`config.mk`:
```
export PLATFORM = sky130hd
export DESIGN_NAME = ycr_dmem_sram_wbs
export DESIGN_NICKNAME = d
export VERILOG_FILES = /design/src/rtl/ycr_dmem_sram_wbs_pkg.sv /design/src/rtl/ycr_sram_rd_pipe.sv /design/src/rtl/ycr_dmem_sram_wbs.sv
export SDC_FILE = /design/constraint.sdc
export NUM_CORES = 1
export LEC_CHECK = 0
export CAP_MARGIN = 10
export CORE_MARGIN = 4
export CORE_UTILIZATION = 32
export CTS_CLUSTER_SIZE = 20
export DETAILED_ROUTE_END_ITERATION = 7
export PLACE_DENSITY_LB_ADDON = 0.2
export RECOVER_POWER = 50
export SLEW_MARGIN = 20
export SYNTH_ARGS = -nofsm -noshare
export SYNTH_HDL_FRONTEND = slang
export SYNTH_HIERARCHICAL = 1
export SYNTH_SLANG_ARGS = --single-unit
```
`constraint.sdc`:
```
create_clock -name wb_clk -period 3.7 [get_ports wb_clk]
set_input_delay 0.555 -clock wb_clk [delete_from_list [all_inputs] [get_ports wb_clk]]
set_output_delay 0.555 -clock wb_clk [all_outputs]
set_load 0.02 [all_outputs]
```
`src/rtl/ycr_dmem_sram_wbs_pkg.sv`:
```
// Shared Wishbone definitions for the dmem SRAM slave: burst width, FSM encoding
// and the address-window hit check.
package ycr_wb;

    localparam int YCR_WB_BL_DMEM = 4;

    typedef enum logic [2:0] {
        ST_IDLE   = 3'd0,
        ST_RD     = 3'd1,
        ST_WR_ISS = 3'd2,
        ST_WR_ACK = 3'd3,
        ST_ERR    = 3'd4
    } type_ycr_sram_wbs_fsm_e;

    function automatic logic ycr_wb_win_hit(input logic [31:0] adr,
                                            input logic [31:0] base,
                                            input logic [31:0] mask);
        return (adr & mask) == base;
    endfunction

endpackage

```
`src/rtl/ycr_sram_rd_pipe.sv`:
```
// Read return stage: tracks which cycle carries SRAM data and whether it is the
// final beat, and gates sram_dout onto the bus only in that cycle.
module ycr_sram_rd_pipe (
    input  logic        clk,
    input  logic        rst_n,
    input  logic        i_issue,
    input  logic        i_last,
    input  logic [31:0] i_sram_dout,
    output logic        o_ack,
    output logic        o_lack,
    output logic [31:0] o_dat
);

    logic r_vld;
    logic r_last;

    always_ff @(posedge clk or negedge rst_n) begin
        if (!rst_n) begin
            r_vld  <= 1'b0;
            r_last <= 1'b0;
        end else begin
            r_vld  <= i_issue;
            r_last <= i_issue & i_last;
        end
    end

    assign o_ack  = r_vld;
    assign o_lack = r_vld & r_last;
    assign o_dat  = r_vld ? i_sram_dout : 32'h0;

endmodule

```
`src/rtl/ycr_dmem_sram_wbs.sv`:
```
// Wishbone burst slave mapping dmem bursts onto a single-port SRAM with
// 1-cycle read latency; out-of-window requests get a one-beat error response.
//
// state     | meaning
// ST_IDLE   | waiting for stb, decode window, latch start word and beat count
// ST_RD     | issue one read per bry cycle, acks trail issues by one cycle
// ST_WR_ISS | write current beat to SRAM once bry is high
// ST_WR_ACK | ack the written beat, lack on the final one
// ST_ERR    | single ack+lack+err beat, no SRAM access
module ycr_dmem_sram_wbs
    import ycr_wb::*;
#(
    parameter int          SRAM_AW   = 9,
    parameter logic [31:0] BASE_ADDR = 32'h0C00_0000,
    parameter logic [31:0] ADDR_MASK = 32'hFFFF_F800
) (
    input  logic                      wb_clk,
    input  logic                      wb_rst_n,
    input  logic                      wbs_stb_i,
    input  logic [31:0]               wbs_adr_i,
    input  logic                      wbs_we_i,
    input  logic [31:0]               wbs_dat_i,
    input  logic [3:0]                wbs_sel_i,
    input  logic [YCR_WB_BL_DMEM-1:0] wbs_bl_i,
    input  logic                      wbs_bry_i,
    output logic [31:0]               wbs_dat_o,
    output logic                      wbs_ack_o,
    output logic                      wbs_lack_o,
    output logic                      wbs_err_o,
    output logic                      sram_csb,
    output logic                      sram_web,
    output logic [3:0]                sram_wmask,
    output logic [SRAM_AW-1:0]        sram_addr,
    output logic [31:0]               sram_din,
    input  logic [31:0]               sram_dout
);

    localparam logic [SRAM_AW-1:0]        AW_ONE = 1;
    localparam logic [YCR_WB_BL_DMEM-1:0] BL_ONE = 1;

    type_ycr_sram_wbs_fsm_e r_state;
    type_ycr_sram_wbs_fsm_e w_next;

    logic [SRAM_AW-1:0]        r_addr_cnt;
    logic [YCR_WB_BL_DMEM-1:0] r_left;
    logic                      r_ack;
    logic                      r_lack;
    logic                      r_err;

    logic        w_hit;
    logic        w_rd_issue;
    logic        w_wr_issue;
    logic        w_last_beat;
    logic        w_rd_ack;
    logic        w_rd_lack;
    logic [31:0] w_rd_dat;

    assign w_hit       = ycr_wb_win_hit(wbs_adr_i, BASE_ADDR, ADDR_MASK);
    assign w_last_beat = (r_left == BL_ONE);

    always_comb begin
        w_next     = r_state;
        w_rd_issue = 1'b0;
        w_wr_issue = 1'b0;
        case (r_state)
            ST_IDLE: begin
                if (wbs_stb_i) begin
                    if (!w_hit)        w_next = ST_ERR;
                    else if (wbs_we_i) w_next = ST_WR_ISS;
                    else               w_next = ST_RD;
                end
            end
            ST_RD: begin
                if (!wbs_stb_i) begin
                    w_next = ST_IDLE;
                end else begin
                    w_rd_issue = wbs_bry_i && (r_left != '0);
                    if (w_rd_lack) w_next = ST_IDLE;
                end
            end
            ST_WR_ISS: begin
                if (!wbs_stb_i) begin
                    w_next = ST_IDLE;
                end else if (wbs_bry_i) begin
                    w_wr_issue = 1'b1;
                    w_next     = ST_WR_ACK;
                end
            end
            ST_WR_ACK: begin
                if (!wbs_stb_i || r_lack) w_next = ST_IDLE;
                else                      w_next = ST_WR_ISS;
            end
            ST_ERR:  w_next = ST_IDLE;
            default: w_next = ST_IDLE;
        endcase
    end

    // r_left counts beats still to issue; bl=0 is promoted to a single beat.
    always_ff @(posedge wb_clk or negedge wb_rst_n) begin
        if (!wb_rst_n) begin
            r_state    <= ST_IDLE;
            r_addr_cnt <= '0;
            r_left     <= '0;
            r_ack      <= 1'b0;
            r_lack     <= 1'b0;
            r_err      <= 1'b0;
        end else begin
            r_state <= w_next;
            r_ack   <= 1'b0;
            r_lack  <= 1'b0;
            r_err   <= 1'b0;
            case (r_state)
                ST_IDLE: begin
                    if (wbs_stb_i) begin
                        r_addr_cnt <= wbs_adr_i[SRAM_AW+1:2];
                        r_left     <= (wbs_bl_i == '0) ? BL_ONE : wbs_bl_i;
                        if (!w_hit) begin
                            r_ack  <= 1'b1;
                            r_lack <= 1'b1;
                            r_err  <= 1'b1;
                        end
                    end
                end
                ST_RD: begin
                    if (w_rd_issue) begin
                        r_addr_cnt <= r_addr_cnt + AW_ONE;
                        r_left     <= r_left - BL_ONE;
                    end
                end
                ST_WR_ISS: begin
                    if (w_wr_issue) begin
                        r_left <= r_left - BL_ONE;
                        r_ack  <= 1'b1;
                        r_lack <= w_last_beat;
                    end
                end
                ST_WR_ACK: begin
                    if (wbs_stb_i && !r_lack) r_addr_cnt <= r_addr_cnt + AW_ONE;
                end
                default: ;
            endcase
        end
    end

    ycr_sram_rd_pipe u_rd_pipe (
        .clk         (wb_clk),
        .rst_n       (wb_rst_n),
        .i_issue     (w_rd_issue),
        .i_last      (w_last_beat),
        .i_sram_dout (sram_dout),
        .o_ack       (w_rd_ack),
        .o_lack      (w_rd_lack),
        .o_dat       (w_rd_dat)
    );

    assign wbs_ack_o  = r_ack | w_rd_ack;
    assign wbs_lack_o = r_lack | w_rd_lack;
    assign wbs_err_o  = r_err;
    assign wbs_dat_o  = w_rd_dat;

    assign sram_csb   = ~(w_rd_issue | w_wr_issue);
    assign sram_web   = ~w_wr_issue;
    assign sram_wmask = w_wr_issue ? wbs_sel_i : 4'b0000;
    assign sram_addr  = r_addr_cnt;
    assign sram_din   = w_wr_issue ? wbs_dat_i : 32'h0;

endmodule

```
==> out/summary.md <==
The flow ran to the end, and the final reports show no timing, DRC or antenna violations. For the worst setup path, the data arrival time is 2.65 ns. Once detail routing completed, the nets flagged for antenna violations numbered 0. The tools report the root buffer selected by CTS as sky130_fd_sc_hd__clkbuf_8. The logs give 0.365 for the combinational group share of total power and 0.26 ns for the clock latency of the later-clocked register in the worst-skew pair. The number of endpoints with negative hold slack in the final report came out at 0. The relative slew slack is 0.191, and the maximum number of pins on one net before global-route repair is 40. The total area inside the core boundary comes to 5640 um^2.

The part of the Yosys area used for sequential elements was 0.276. Along the worst path, the maximum fanout reaches 16. The routed via count is 2316, and the time the worst path needs with I/O delays and setup is 3.20 ns. The run gives 0.200 as the global-route usage over all layers. The share of total power in the clock network came out at 0.223.

The tools report the DRC violation count after routing as 0. The tools report the sink count of the clock tree as 21. The combined buffer and inverter count along the critical path was 2.

At the pin with the least slew margin, the transition time is 1.21 ns. The initial core utilization is 0.338, and the mean instance size in the synthesized netlist is 8.28 um^2. The count of buffers added on input and output ports is 188. The setup total negative slack was 0 ns. The delay of the slowest cell on the worst path is 0.63 ns. Leaving out filler cells and counting taps, the final layout contains 483. Wires add up to 7730 um.

In this run the static leakage power is 1.53 nW. The total number of H-tree levels was 1. The logs give 1900 um^2 for the post-synthesis instance area and 2 for the worst-case clock buffer depth.

The signed area change from the synthesized netlist to the final layout was 101%; the critical path data required time was 3.14 ns. Critical path startpoint category: a register. The finished cells cover 3830 um^2. For the core utilization of the finished layout, the log shows 0.678.

For the maximum clock rate, the log shows 312 MHz. The slowest stage of the critical path is the sky130_fd_sc_hd__dfrtp_1 cell. For this run, the detailed router's first-pass iteration total came to 4.

In this run, synthesis inferred 0 flip-flops with an integrated enable. For this design the ratio of total power to cell area is 182 nW/um^2. Number of max-slew violations in the final report: 0.

The category of the critical setup timing path was reg -> out. sky130_fd_sc_hd__dfrtp_1 takes more of the synthesized area than any other cell. The average vias per placed instance is 4.80. Path class of the lowest-slack min-delay path: in -> async.

The run gives 342 as the net count after synthesis. The proportion of total power due to net switching is 0.298. The clock skew after layout was 0.00627 ns; the number of global-route vias before repair was 2226. The die covers 7250 um^2. For this design, the CTS-stage hold fixing added 0 buffers. Fraction of synthesized cell area taken by the top area cell type: 0.276. The cell count after synthesis came out at 230. Counting flops and latches in the post-synthesis netlist gives 21. The run gives 6480 um as the placed wire-length estimate. The net count of the finished layout is 524. The most used flip-flop cell after synthesis is sky130_fd_sc_hd__dfrtp_1.

The repair_antennas step left the layout with diodes totalling 0. The tool flagged a number of max-cap violations equal to 0. After synthesis, the netlist uses 51 different library cells. For the cell count after placement, the log shows 479.

The tools report the initial antenna violation count as 0. The tools report the number of buffers created by CTS as 3. The critical path capture point type is a primary output. The signal on the critical path passes through nor2b_1, clkbuf_1, nand2_1, nor3_1, nor2_1, clkdlybuf4s50_1.

The mean routed wirelength per cell was 16.0 um; the post-place instance area was 3820 um^2. During synthesis, Yosys emitted a total of 6 warnings. Setup repair after global routing left no endpoint under its margin. The number of setup buffers added after CTS was 0; the boundary pin count was 191. TritonCTS built the clock tree. Clock-pin slew was measured on the worst setup and hold paths at 0.08 ns. The vertical die dimension is 85.1 um. For this design the total switching power over the nets is 207 uW. The share of flip-flops with an asynchronous set or reset after synthesis is 1.00. The run gives 0.866 as the last weighted congestion value of the routability-driven placer. Maximum VDD drop: 169 uV.

The first global-routing pass estimated 11800 um of wire. The share of cells above drive strength 1 is 0.112. X dimension of the die: 85.1 um. The cell class contributing the biggest share of worst-path delay is buffers and inverters. The floorplan has 27 rows.

For this run the aggregate overflow at the end of global routing stands at 0. Setup violations remaining at the end of the flow were counted as 0. The fraction of the cycle the final worst path needs is 0.866.

Cell internal power was estimated by the tool at 488 uW. In this run, the number of DRC markers left after iteration 0 of detailed routing was 101. In the post-synthesis netlist, the biggest area contributors are sky130_fd_sc_hd__dfrtp_1, sky130_fd_sc_hd__and2_2, sky130_fd_sc_hd__and2_1. The post-cts repair resize count was 0; the sequential fraction of design power was 0.413.
sequential cells by signal, summed over array words and instances (netlist names):
| name | cells |
|---|---|
| u_rd_pipe/r_last | 1 |
| wbs_err_o | 1 |
| sram_addr | 9 |
| u_rd_pipe/o_ack | 1 |
| r_state | 3 |
| r_ack | 1 |
| r_left | 4 |
| r_lack | 1 |
Yosys cell counts (3+ instances only):
cell                        n
sky130_fd_sc_hd__nand2_1   10
sky130_fd_sc_hd__and2_2    33
sky130_fd_sc_hd__o21ai_0    7
sky130_fd_sc_hd__clkbuf_2   3
sky130_fd_sc_hd__o21ai_1    6
sky130_fd_sc_hd__buf_6      3
sky130_fd_sc_hd__mux2i_1    4
sky130_fd_sc_hd__ha_1       3
sky130_fd_sc_hd__o22ai_1    5
sky130_fd_sc_hd__nor2_1     8
sky130_fd_sc_hd__nor4_1     5
sky130_fd_sc_hd__buf_2      6
sky130_fd_sc_hd__nor2b_1    4
sky130_fd_sc_hd__or3_1      3
sky130_fd_sc_hd__a31oi_1    3
sky130_fd_sc_hd__dfrtp_1   21
sky130_fd_sc_hd__nor3_1     6
sky130_fd_sc_hd__inv_1      8
sky130_fd_sc_hd__a21oi_1   12
sky130_fd_sc_hd__and2_1    37
sky130_fd_sc_hd__nand3_1    8
through the flow:
step	hold WS, ns	setup WS, ns	total power [mW]
2_1_floorplan	0.259	1.73	0.387
3_3_place_gp	0.488	0.600	0.551
3_5_place_dp	0.497	0.579	0.559
4_1_cts	0.516	0.572	0.715
5_1_grt	0.574	0.280	0.740
6_report	0.516	0.496	0.695
power by group through the flow:
stage / clock network, mW / registers [mW] / logic (mW)
2_1_floorplan: 0 / 0.304 / 0.0826
3_3_place_gp: 0 / 0.291 / 0.260
3_5_place_dp: 0 / 0.292 / 0.266
4_1_cts: 0.160 / 0.288 / 0.268
5_1_grt: 0.170 / 0.293 / 0.276
6_report: 0.155 / 0.287 / 0.254
final timing paths:
check,from,endpoint,slack (ns),depth (start not counted)
worst max register to register,r_left[0]$_DFFE_PN0P_,sram_addr[7]$_DFFE_PN0P_,1.58,6
worst min register to register,r_left[1]$_DFFE_PN0P_,r_left[1]$_DFFE_PN0P_,0.52,2
min in group wb_clk,r_left[1]$_DFFE_PN0P_,r_left[1]$_DFFE_PN0P_,0.52,2
worst max-delay path,r_state[0]$_DFFE_PN0P_,sram_csb,0.50,6
max in group asynchronous,wb_rst_n,u_rd_pipe/r_last$_DFF_PN0_,2.46,1
worst min-delay path,wb_rst_n,sram_addr[4]$_DFFE_PN0P_,0.52,1
cell type report:
cell class | count | area [um^2]
repair buffers | 191 | 1910
fillers | 489 | 1820
well taps | 72 | 90.1
inverters | 9 | 33.8
clock buffers | 3 | 41.3
multi-input cells | 186 | 1220
clock inverters | 1 | 5.00
flip-flops and latches | 21 | 526
worst register-to-register path: cells and delay by family (launching register included):
kind	cells	cell delay, ns
AO/OA/AOI/OAI	2	0.92
adder cells (fa/ha/maj)	1	0.23
flip-flops	1	0.42
AND/OR/NAND/NOR	2	0.38
buffers and inverters	1	0.07
cells by family (layout without fill, tap and decap cells):
| family | count (synthesis) | after routing | synth area share |
|---|---|---|---|
| mux | 4 | 4 | 0.0210 |
| flops | 21 | 21 | 0.276 |
| simple gates | 130 | 130 | 0.436 |
| fa+ha+maj | 3 | 3 | 0.0197 |
| xor+xnor | 1 | 1 | 0.00460 |
| compound gates | 48 | 48 | 0.178 |
| buf+inv | 23 | 204 | 0.0650 |
layer usage:
metal / part of all wire / vias up / global-route usage
met5: 0 / - / 0
met3: 0.091 / 2 / 0.0573
met4: 0.0038 / 0 / 0.0144
met2: 0.54 / 106 / 0.387
li1: - / 1160 / -
met1: 0.37 / 1048 / 0.223
layout by cell type, fill, tap and decap left out, types with 2 or more instances in the layout:
cell | synthesis | routed
sky130_fd_sc_hd__a21oi_1 | 12 | 12
sky130_fd_sc_hd__nand3_1 | 8 | 8
sky130_fd_sc_hd__dlygate4sd3_1 | 0 | 23
sky130_fd_sc_hd__clkbuf_8 | 0 | 3
sky130_fd_sc_hd__o21ai_1 | 6 | 5
sky130_fd_sc_hd__nand2b_1 | 2 | 3
sky130_fd_sc_hd__and2_1 | 37 | 36
sky130_fd_sc_hd__a31oi_1 | 3 | 3
sky130_fd_sc_hd__o21ai_0 | 7 | 8
sky130_fd_sc_hd__ha_1 | 3 | 3
sky130_fd_sc_hd__nor3_1 | 6 | 6
sky130_fd_sc_hd__o211ai_1 | 2 | 2
sky130_fd_sc_hd__nand2_1 | 10 | 10
sky130_fd_sc_hd__and2_2 | 33 | 33
sky130_fd_sc_hd__or3_1 | 3 | 3
sky130_fd_sc_hd__or2_2 | 2 | 2
sky130_fd_sc_hd__nand4_1 | 2 | 2
sky130_fd_sc_hd__nor2b_1 | 4 | 4
sky130_fd_sc_hd__inv_1 | 8 | 8
sky130_fd_sc_hd__mux2i_1 | 4 | 4
sky130_fd_sc_hd__nor4_1 | 5 | 5
sky130_fd_sc_hd__nor2_1 | 8 | 8
sky130_fd_sc_hd__o22ai_1 | 5 | 5
sky130_fd_sc_hd__clkdlybuf4s50_1 | 0 | 164
sky130_fd_sc_hd__clkbuf_1 | 1 | 2
sky130_fd_sc_hd__dfrtp_1 | 21 | 21
sky130_fd_sc_hd__and4_1 | 2 | 2
Power figures use the tool's default switching activity.
==> variant, RTL diff (same flow settings) <==
`SRAM_AW`: 9 -> 8.
--- a/src/rtl/ycr_dmem_sram_wbs.sv
+++ b/src/rtl/ycr_dmem_sram_wbs.sv
@@ -10,7 +10,7 @@
 module ycr_dmem_sram_wbs
     import ycr_wb::*;
 #(
-    parameter int          SRAM_AW   = 9,
+    parameter int          SRAM_AW   = 8,
     parameter logic [31:0] BASE_ADDR = 32'h0C00_0000,
     parameter logic [31:0] ADDR_MASK = 32'hFFFF_F800
 ) (
Interface: changed (resized sram_addr); port bits go from 191 to 190. No check against the original RTL was run, so the function may have changed too.
==> variant against the unedited design <==
- cell area fell by 3.2%
- worst setup slack gained 0.054 ns
- total power decreased by 0.11%
- routed wire length decreased by 1.4%
- sequential cell count decreased by 1
- synthesized area decreased by 7.7%
- via count shrank 3.7%
- register-to-register slack lost 0.25 ns
- critical endpoint is now sram_wmask[2]
- fmax increased by 1.7%
==> variant: results (changes against the unedited design) <==
Setup path
  – Crit path max fanout: 39 (+23)
  – Slowest stage cell, crit path: clkdlybuf4s50_1
  – CP peak stage delay: 0.63 ns (about the same)

CTS
  – Root Buffer: clkbuf_8
  – # resized after CTS: 0 (unchanged)
  – H-Tree Depth: 1 (unchanged)
  – Skew-Pair Late Insertion Delay: 0.27 ns
  – Clock Pin Slew Worst Setup and Hold Paths: 0.07 ns
  – Setup bufs post-CTS: 0 (unchanged)
  – Maximum root-to-sink buffer count: 2 (unchanged)

Detailed routing
  – Routed wire length: 7.63 mm (-1.4%)
  – Pre-Repair DR Iteration Count: 4 (unchanged)
  – Vias per cell: 4.76 (-0.63%)
  – Drt first-iter violations: 105 (+4.0%)

Place
  – Final Wtd Congestion: 0.876 (+1.2%)
  – DP HPWL: 6.57 mm (+1.3%)
  – DP Area: 3680 sq um (-3.7%)
  – Number of port buffers: 186 (-1.1%)
  – Placement Setup Slack: 0.582 ns (+0.00239 ns)

Cells and area
  – Share of layout cells above drive strength 1: 11.1% (-0.14 points)
  – Largest register FFs: 8 (-1)
  – Nets: 511 (-2.5%)

Power and ir drop
  – Switch share: 28.8% (-0.94 points)
  – Leak pwr: 1.49 nW (-3.1%)
  – Maximum vdd drop: 0.000202 V (+19%)

Worst hold path
  – Tightest Hold Check Type: flip-flop to flip-flop

Synthesis
  – Post-synthesis mux area share: 2.85% (+0.74 points)
  – Synth Area in Compound Gates: 16.7% (-1.1 points)
  – Synth Area in XOR/XNOR: 0% (-0.46 points)
  – Top post-synthesis cells by area: dfrtp_1 (28%), and2_2 (14%), and2_1 (13%)
  – Mapped Nets: 328 (-4.1%)
  – Adder-Cell Fraction of Synth Area: 2.14% (+0.16 points)
  – Register area share after synthesis: 28.5% (+0.87 points)
  – Synth cell types: 44 (-14%)
  – Number of synthesis warnings: 6 (unchanged)
  – Commonest cells post-synth: and2_1 (37), and2_2 (33), dfrtp_1 (20)

STA
  – Actual slew at the worst max-slew pin: 0.930 ns (-0.283 ns)
  – Setup_tns: 0 ns (unchanged)
  – Final Skew: 0.00550 ns (-0.000764 ns)

Global route
  – Tot GR Track Use: 20.3% (+0.31 points)
  – First-pass GRT wire length: 10.4 mm (-12%)
  – Vias in the first global route: 2050 (-7.9%)
  – Largest net degree at the start of global routing: 40 (unchanged)

Outcome
  – Outcome: finished clean
-- variant: cell types whose count changed after synthesis, moves of 3 or more --
cell and delta:
or3_1 -3, o21ai_1 -6, clkbuf_1 +4, buf_2 -5
nand3_1 -4, o22ai_1 -4, nor2_1 +4, buf_6 -3
-- variant: worst max-delay path, delay by kind of cell --
family | cells | cell delay (ns)
and+or+nand+nor | 3 | 0.52
buffers and inverters | 3 | 1.51
-- variant: power by group through the flow --
stage          clock network (mW)  logic (mW)  registers [mW]
2_1_floorplan                   0      0.0764           0.289
3_3_place_gp                    0       0.254           0.276
3_5_place_dp                    0       0.260           0.277
4_1_cts                     0.175       0.261           0.273
5_1_grt                     0.186       0.271           0.276
6_report                    0.172       0.250           0.273
-- variant: through the flow --
step	hold slack, ns	instances	total power [mW]
2_1_floorplan	0.259	216	0.365
3_3_place_gp	0.552	464	0.530
3_5_place_dp	0.578	464	0.537
4_1_cts	0.589	468	0.709
5_1_grt	0.625	468	0.732
6_report	0.592	468	0.695
-- variant: final cells by class --
class,count,area [sq um]
Clock buffer,4,55.1
Fill cell,423,1500
Inverter,8,30.0
Multi-Input combinational cell,178,1150
Sequential cell,20,500
Tap cell,70,87.6
Timing Repair Buffer,188,1880
-- variant: cell families (layout without fill, tap and decap cells) --
group / count (synthesis) / in the layout
simple gates: 129 / 129
compound gates: 41 / 41
flops: 20 / 20
buf+inv: 18 / 200
mux: 5 / 5
fa+ha+maj: 3 / 3
-- variant: worst paths after layout --
path / slack (ns) / end / cells past startpoint / from
worst min register to register: 0.59 / sram_addr[6] / 2 / sram_addr[6]
worst max-delay path: 0.55 / sram_wmask[2] / 6 / wbs_stb_i
worst max register to register: 1.33 / sram_addr[0] / 6 / r_left[0]
worst min-delay path: 0.59 / sram_addr[6] / 2 / sram_addr[6]
max in group asynchronous: 2.26 / r_ack / 1 / wb_rst_n
min in group asynchronous: 0.87 / r_left[2] / 1 / wb_rst_n
-- variant: layer usage --
metal	share of wire, %	global-route usage (%)
met2	53	38.3
met1	34	22.2
met4	1.3	4.15
met5	0	0
met3	11	6.18
